<file path="src/rtl/alu_sequencer.sv">
// Execute-stage sequencer for the external 16-bit ALU: operand handshake, flag register,
// branch resolution and two-pass 32-bit ADD. Define ALU_SEQ_STAT_EN for completion counters.
module alu_sequencer #(
  parameter int unsigned WIDTH  = 16,
  parameter int unsigned STAT_W = 16
) (
  input  logic              clk,
  input  logic              rst,
  input  logic              in_valid,
  output logic              in_ready,
  input  logic [3:0]        in_func,
  input  logic [WIDTH-1:0]  in_a,
  input  logic [WIDTH-1:0]  in_b,
  input  logic [WIDTH-1:0]  in_a_hi,
  input  logic [WIDTH-1:0]  in_b_hi,
  input  logic              in_wide,
  input  logic              in_flag_en,
  output logic [3:0]        alu_func,
  output logic [WIDTH-1:0]  alu_op0,
  output logic [WIDTH-1:0]  alu_op1,
  output logic              alu_flag_en,
  output logic [3:0]        alu_flag_in,
  input  logic [WIDTH-1:0]  alu_q,
  input  logic [3:0]        alu_flag_out,
  output logic              out_valid,
  input  logic              out_ready,
  output logic [WIDTH-1:0]  out_q,
  output logic [WIDTH-1:0]  out_q_hi,
  output logic              out_taken,
  output logic [3:0]        flags,
  output logic [STAT_W-1:0] stat_ops,
  output logic [STAT_W-1:0] stat_taken
);

  typedef enum logic [1:0] {IDLE, EXEC, EXEC_HI, DONE} state_t;

  typedef enum logic [3:0] {
    F_JMP = 4'h0, F_ADD = 4'h1, F_SUB = 4'h2, F_LSL = 4'h3,
    F_LSR = 4'h4, F_AND = 4'h5, F_OR  = 4'h6, F_XOR = 4'h7,
    F_LD  = 4'h8, F_ST  = 4'h9, F_MOV = 4'hA, F_BEQ = 4'hB,
    F_BNE = 4'hC, F_BLT = 4'hD, F_BGT = 4'hE, F_CMP = 4'hF
  } func_t;

  state_t           state, state_nx;
  func_t            func_r;
  logic [WIDTH-1:0] a_r, b_r, a_hi_r, b_hi_r;
  logic             wide_r, fen_r, lo_c;

  logic             accept;
  logic             pass_flag_en;
  logic             is_shift, shift_big, shift_zero;
  logic             taken;
  logic [WIDTH-1:0] res_q;
  logic [3:0]       res_flags;

  assign accept = in_valid && in_ready;

  // Operand/func capture; datapath registers need no reset.
  always_ff @(posedge clk) begin
    if (accept) begin
      func_r <= func_t'(in_func);
      a_r    <= in_a;
      b_r    <= in_b;
      a_hi_r <= in_a_hi;
      b_hi_r <= in_b_hi;
      wide_r <= in_wide && (in_func == F_ADD);
      fen_r  <= in_flag_en;
    end
  end

  always_comb begin
    pass_flag_en = 1'b0;
    if (func_r inside {F_ADD, F_SUB, F_LSL, F_LSR, F_AND, F_OR, F_XOR})
      pass_flag_en = fen_r;
    else if (func_r == F_CMP)
      pass_flag_en = 1'b1;
  end

  // Branch decision reads the architectural flags, never the ALU result.
  always_comb begin
    taken = 1'b0;
    case (func_r)
      F_JMP:   taken = 1'b1;
      F_BEQ:   taken = flags[0];
      F_BNE:   taken = !flags[0];
      F_BLT:   taken = flags[2] && !flags[0];
      F_BGT:   taken = !flags[2] && !flags[0];
      default: taken = 1'b0;
    endcase
  end

  always_comb begin
    is_shift   = (func_r == F_LSL) || (func_r == F_LSR);
    shift_big  = |b_r[WIDTH-1:4];
    shift_zero = (b_r == '0);
    res_q      = alu_q;
    res_flags  = alu_flag_out;
    if (func_r inside {F_JMP, F_BEQ, F_BNE, F_BLT, F_BGT}) begin
      res_q = taken ? a_r : b_r;
    end else if (is_shift && shift_big) begin
      res_q     = '0;
      res_flags = 4'b0001;
    end else if (is_shift && shift_zero) begin
      res_q     = a_r;
      res_flags = {1'b0, a_r[WIDTH-1], 1'b0, (a_r == '0)};
    end
  end

  always_comb begin
    state_nx    = state;
    in_ready    = 1'b0;
    out_valid   = 1'b0;
    alu_func    = '0;
    alu_op0     = '0;
    alu_op1     = '0;
    alu_flag_en = 1'b0;
    alu_flag_in = '0;
    case (state)
      IDLE: begin
        in_ready = !rst;
        if (in_valid && !rst) state_nx = EXEC;
      end
      EXEC: begin
        alu_func    = func_r;
        alu_op0     = a_r;
        alu_op1     = b_r;
        alu_flag_en = pass_flag_en;
        alu_flag_in = {1'b0, flags[2:0]};
        state_nx    = wide_r ? EXEC_HI : DONE;
      end
      EXEC_HI: begin
        alu_func    = F_ADD;
        alu_op0     = a_hi_r;
        alu_op1     = b_hi_r;
        alu_flag_en = fen_r;
        alu_flag_in = {lo_c, flags[2:0]};
        state_nx    = DONE;
      end
      DONE: begin
        out_valid = 1'b1;
        if (out_ready) state_nx = IDLE;
      end
      default: state_nx = IDLE;
    endcase
  end

  always_ff @(posedge clk) begin
    if (rst) begin
      state     <= IDLE;
      flags     <= '0;
      out_q     <= '0;
      out_q_hi  <= '0;
      out_taken <= 1'b0;
      lo_c      <= 1'b0;
    end else begin
      state <= state_nx;
      case (state)
        EXEC: begin
          out_q     <= res_q;
          out_q_hi  <= '0;
          out_taken <= taken;
          lo_c      <= alu_flag_out[3];
          if (!wide_r && alu_flag_en) flags <= res_flags;
        end
        EXEC_HI: begin
          out_q_hi <= alu_q;
          // Wide Z must span both halves; the ALU only sees the high word.
          if (alu_flag_en) flags <= {alu_flag_out[3:1], (out_q == '0) && (alu_q == '0)};
        end
        default: ;
      endcase
    end
  end

`ifdef ALU_SEQ_STAT_EN
  logic [STAT_W-1:0] ops_cnt, taken_cnt;

  always_ff @(posedge clk) begin
    if (rst) begin
      ops_cnt   <= '0;
      taken_cnt <= '0;
    end else if (out_valid && out_ready) begin
      if (ops_cnt != '1) ops_cnt <= ops_cnt + 1'b1;
      if (out_taken && (taken_cnt != '1)) taken_cnt <= taken_cnt + 1'b1;
    end
  end

  assign stat_ops   = ops_cnt;
  assign stat_taken = taken_cnt;
`else
  assign stat_ops   = '0;
  assign stat_taken = '0;
`endif

endmodule

</file>
<file path="config.mk">
export PLATFORM = sky130hd
export DESIGN_NAME = alu_sequencer
export DESIGN_NICKNAME = d
export VERILOG_FILES = /design/src/rtl/alu_sequencer.sv
export SDC_FILE = /design/constraint.sdc
export NUM_CORES = 1
export LEC_CHECK = 0
export ABC_AREA = 0
export BUFFER_PORTS_ARGS = -buffer_cell sky130_fd_sc_hd__buf_2
export CORE_ASPECT_RATIO = 1.1
export CORE_MARGIN = 1.5
export CORE_UTILIZATION = 40
export CTS_BUF_LIST = sky130_fd_sc_hd__clkbuf_2
export CTS_CLUSTER_DIAMETER = 40
export DETAILED_ROUTE_END_ITERATION = 8
export PLACE_DENSITY = 0.69
export SLEW_MARGIN = 20
export SYNTH_ARGS = -nofsm -noshare
export SYNTH_HDL_FRONTEND = slang
export SYNTH_SLANG_ARGS = --single-unit
</file>
<file path="constraint.sdc">
create_clock -name clk -period 6.75 [get_ports clk]
set_clock_uncertainty 0.1 [all_clocks]
set_input_delay 1.35 -clock clk [delete_from_list [all_inputs] [get_ports clk]]
set_output_delay 1.35 -clock clk [all_outputs]
set_load 0.02 [all_outputs]
</file>
Yosys cells after proc, flatten, opt, wreduce, memory -nomap -nowiden
Cells that the tools add are included.
W data, S select, Z words.
{ "word_totals": {"reg_bits": 110, "output_inout_bits": 112} }
{ "classes": {"mux": 25, "n_reduce_logical": 26, "eq_ne": 20} }
{ "op_table": {"columns": ["op", "count"], "rows": [
  ["$pmux W16 S2", 3],
  ["$logic_not A16 Y1", 4],
  ["$mux W16", 4],
  ["$pmux W4 S2", 3],
  ["$eq A4 B4 Y1 const B", 5],
  ["$mux W4", 5],
  ["$eq A4 B3 Y1 const B", 4],
  ["$reduce_or A12 Y1", 1],
  ["$logic_and A1 B1 Y1", 9],
  ["$eq A4 B1 Y1 const B", 2],
  ["$eq A4 B2 Y1 const B", 2],
  ["$ne A2 B2 Y1 const B", 4],
  ["$pmux W2 S4", 1],
  ["$reduce_bool A7 Y1", 1],
  ["$mux W1", 5],
  ["$pmux W1 S5", 1],
  ["$reduce_bool A5 Y1", 1],
  ["$eq A2 B2 Y1 const B", 2],
  ["$logic_not A1 Y1", 4],
  ["$logic_not A4 Y1", 1],
  ["$mux W2", 2],
  ["$reduce_and A3 Y1", 1],
  ["$eq A2 B1 Y1 const B", 1],
  ["$logic_not A2 Y1", 1],
  ["other kinds (4)", 4]
]} }

Longest topological paths before layout
{ "depth": {"ltp_word": 8, "mapped_depth": 8, "depth_no_buf": 7} }

Least setup slack after synthesis
OpenSTA, ideal clock, no wires.
{ "synth_timing": {"kind": "input to register", "from": "input rst", "to": "register a_hi_r[0] (enable)", "setup_time_ns": 0.435, "setup_slack_ns": 2.663, "arrival_time_ns": 3.551, "required_ns": 6.215, "stages": 3, "cell_sequence": "clkbuf_1 -> nor2b_1 -> and2_1"} }
{ "synth_between": {"elab_chain_len": 3} }
{ "synth_rtl": {"columns": ["element", "line", "text"], "rows": [
  ["start, declared", "8", "input logic rst,"],
  ["$logic_not A1 Y1", "120", "in_ready = !rst;"],
  ["$mux W1", "118", "case (state)"],
  ["net in_ready", "10", "output logic in_ready,"],
  ["$logic_and A1 B1 Y1", "56", "assign accept = in_valid && in_ready;"],
  ["net accept", "49", "logic accept;"],
  ["end signal, assigned", "64", "a_hi_r <= in_a_hi;"],
  ["end, declared", "46", "logic [WIDTH-1:0] a_r, b_r, a_hi_r, b_hi_r;"]
]} }
The timed path passes the listed nets, and every way through them passes these cells.
A chain may end at the register's enable or synchronous reset.

Final worst setup path
{ "layout_timing": {"from": "register state[1]", "to": "output alu_op0[5]"} }
{ "layout_between": {"elab_chain_len": 2, "elab_cells_between_ends": 3, "cone_classes": "eq/ne: 2; mux: 1"} }
{ "layout_rtl": {"columns": ["element", "line", "text"], "rows": [
  ["start, declared", "44", "state_t state, state_nx;"],
  ["start signal, assigned", "156", "state <= state_nx;"],
  ["$eq A2 B2 Y1 or $eq A2 B1 Y1 (tied branches)", "118", null],
  ["$pmux W16 S2 (*)", "118", null],
  ["end, declared", "19", "output logic [WIDTH-1:0] alu_op0,"]
]} }
Mark *: on every way between the ends. The rest lies on a longest branch, timed or not.

==> metrics.cfg <==
[synth]
ys.flop_type=edfxtp_1
synthAdderAreaFrac_pct=1.26
synth_area_per_cell_um2=11.6
synthCells=426
yosys.area_share.simple_pct=12.6
synth_top_cell_by_area=edfxtp_1
yosys-top-cells-area=edfxtp_1, dfxtp_1, a22o_1, buf_4, nor2_1
seq_area_frac_synth_pct=58.7
synth_area_um2=4950
synth-xor-area-share_pct=0
synthDominantCellAreaShare_pct=42.5
synth_warnings=0
synth-compound-area-share_pct=17.8
synth-seq-cells=110
async_flop_share_pct=0
synth_edf_count=70
synth.mux.area_fraction_pct=1.01
synth.distinct_cells=48
synth_top_family_by_area=compound AO/OA/AOI/OAI gates

[worst_setup_path]
worst_ep_required_time_ns=5.30
crit_top_cell=buf_4
cp-end-kind=output pin
critical-path-top-delay-family=buffers and inverters
worst-path-max-fanout=25
slowest_stage=dfxtp_1
critPathBufInv=4
crit_arrival_ns=2.92
timing.rr.start=b_r[14]
crit_chain=inv_1, ha_1, buf_4, and2_1, buf_4, a22o_1, buf_2
crit_start=state[1]
ff2ff_setup_slack_ns=4.03
path_class=reg -> out
start_kind=flop
critPathMaxStageDelay_ns=0.45

[routing]
vias=4015
wl_per_cell_um=18.3
finalWirelength_um=13600
drc_errors=0
drt-initial-drc-count=291
first_pass_iters=5
vias_per_cell=5.43
detail-route-antenna-nets=0

[layout]
mostFrequentLayoutCells=buf_2, edfxtp_1, nor2_1, dfxtp_1, a22o_1
diodes=0
drive_above_1_share_pct=33.7
syn_to_final_growth_pct=18.7
fin_area_um2=5870
fin_nets=679
final_common_cell=buf_2

[clocking]
cts_buffers=9
clock_sinks=110
cts_hold_buf=0
clock_latency_ns=0.60
postCtsSetupRepairBufs=0
clkTransAtPathRegs_ns=0.28
cts_tree=done
cts_resized=0
htreeDepth=3
root_buffer=clkbuf_2
max-clock-path-buffers=2

[grt]
top_usage_layer=met2
use_met2_pct=32.9
antenna_found_initial=0
grt_max_degree=71
grt_overflow=0
grt_pass1_wl_um=20000
grtUsageMet1_pct=27.5
grt_pass1_vias=3705
grt.total_usage_pct=20.6
met3_usage_pct=4.35

[timing]
max_slew_margin_pct=37.9
tightest_slew_ns=0.931
maxSlewViolCount=0
hold_violations=0
final.setup.tns_ns=0
finalCritPeriodShare_pct=64.8
fmax_ghz=0.229
rsz0062_at_grt=no
finalSetupViolCount=0
finalCriticalPeriod_ns=4.37

[status]
status=complete, no violations

[run]
cap_violations=0

[worst_hold_path]
hp-start=out_q[11]
hp-class=reg -> reg

[floorplanning]
die_y_um=120
core_um2=12000
dieArea_um2=13000
start_util_pct=41.1
dieWidth_um=109
ioPinCount=206
num_rows=42

[placed_design]
gp_congestion=0.853
dpl-instance-area_um2=5760
dp_hpwl_um=9990
io_buffers=173

[pwr]
p_per_area_nw_per_um2=348
irDropWorstVdd_uv=182
p_leak_nw=2.49

==> per-stage QoR <==
stage          power, W  worst slack [ns]  hold WS (ns)  util (%)  instances
2_1_floorplan   0.00150              2.66         0.352         -        457
5_1_grt         0.00216              2.17         0.439      48.8        739
6_report        0.00205              2.38         0.409      48.8        739
3_3_place_gp    0.00174              3.03         0.369      47.9        723
4_1_cts         0.00206              2.34         0.409      48.8        739
3_5_place_dp    0.00176              3.02         0.381      47.9        723
==> Yosys cell counts (6+ instances only) <==
| library cell | n |
|---|---|
| a21oi_1 | 20 |
| a22o_1 | 33 |
| a311oi_1 | 17 |
| a32oi_1 | 17 |
| and2_1 | 7 |
| buf_4 | 33 |
| clkbuf_1 | 27 |
| dfxtp_1 | 40 |
| edfxtp_1 | 70 |
| inv_1 | 6 |
| nor2_1 | 45 |
| nor2b_1 | 23 |
| nor4_1 | 11 |
| o21ai_0 | 16 |
==> power breakdown <==
group          leakage, nW  internal (W)  switching [W]
Sequential           0.975      0.000849      0.0000913
Combinational         1.45      0.000277       0.000529
Clock               0.0656     0.0000853       0.000214
Total                 2.49       0.00121       0.000834
==> area by class of cell <==
type | count | area, µm²
Fill cell | 1120 | 6160
Sequential cell | 110 | 2900
Multi-Input combinational cell | 275 | 1740
Timing Repair Buffer | 177 | 896
Tap cell | 154 | 193
Clock inverter | 6 | 62.6
Clock buffer | 10 | 50.0
Inverter | 7 | 26.3
==> flip-flops by register name, summed over array words and instances, names as in the netlist, 4 cells and up <==
register,count
a_hi_r,16
a_r,16
b_hi_r,16
b_r,16
out_q,16
out_q_hi,16
flags,4
func_r,4
==> cell families (layout without fill, tap and decap cells) <==
group / after synthesis / after routing
flip-flops: 110 / 110
AND/OR/NAND/NOR: 115 / 115
multiplexers: 5 / 5
other: 1 / 32
AO/OA/AOI/OAI: 118 / 118
adder cells (fa/ha/maj): 5 / 5
buffers and inverters: 72 / 200
==> path summary, 6_finish.rpt <==
path,to,depth (start not counted)
worst max register to register,out_q[8],5
worst min register to register,out_q[11],2
worst max-delay path,alu_op0[5],7
worst min-delay path,out_q[11],2
==> worst register-to-register path, cell delays in order (launching register included) <==
cell and delay, ns:
edfxtp_1 0.51, or4_1 0.59, nor4_2 0.39, or2_1 0.56, a32oi_1 0.20, a311oi_1 0.31
==> per-layer routing <==
metal	vias to the layer above	wire length, µm
li1	1865	-
met1	1916	5830
met2	216	6400
met3	18	1080
met4	0	240
met5	-	0
Note: power is estimated with default switching activity, not from simulation.
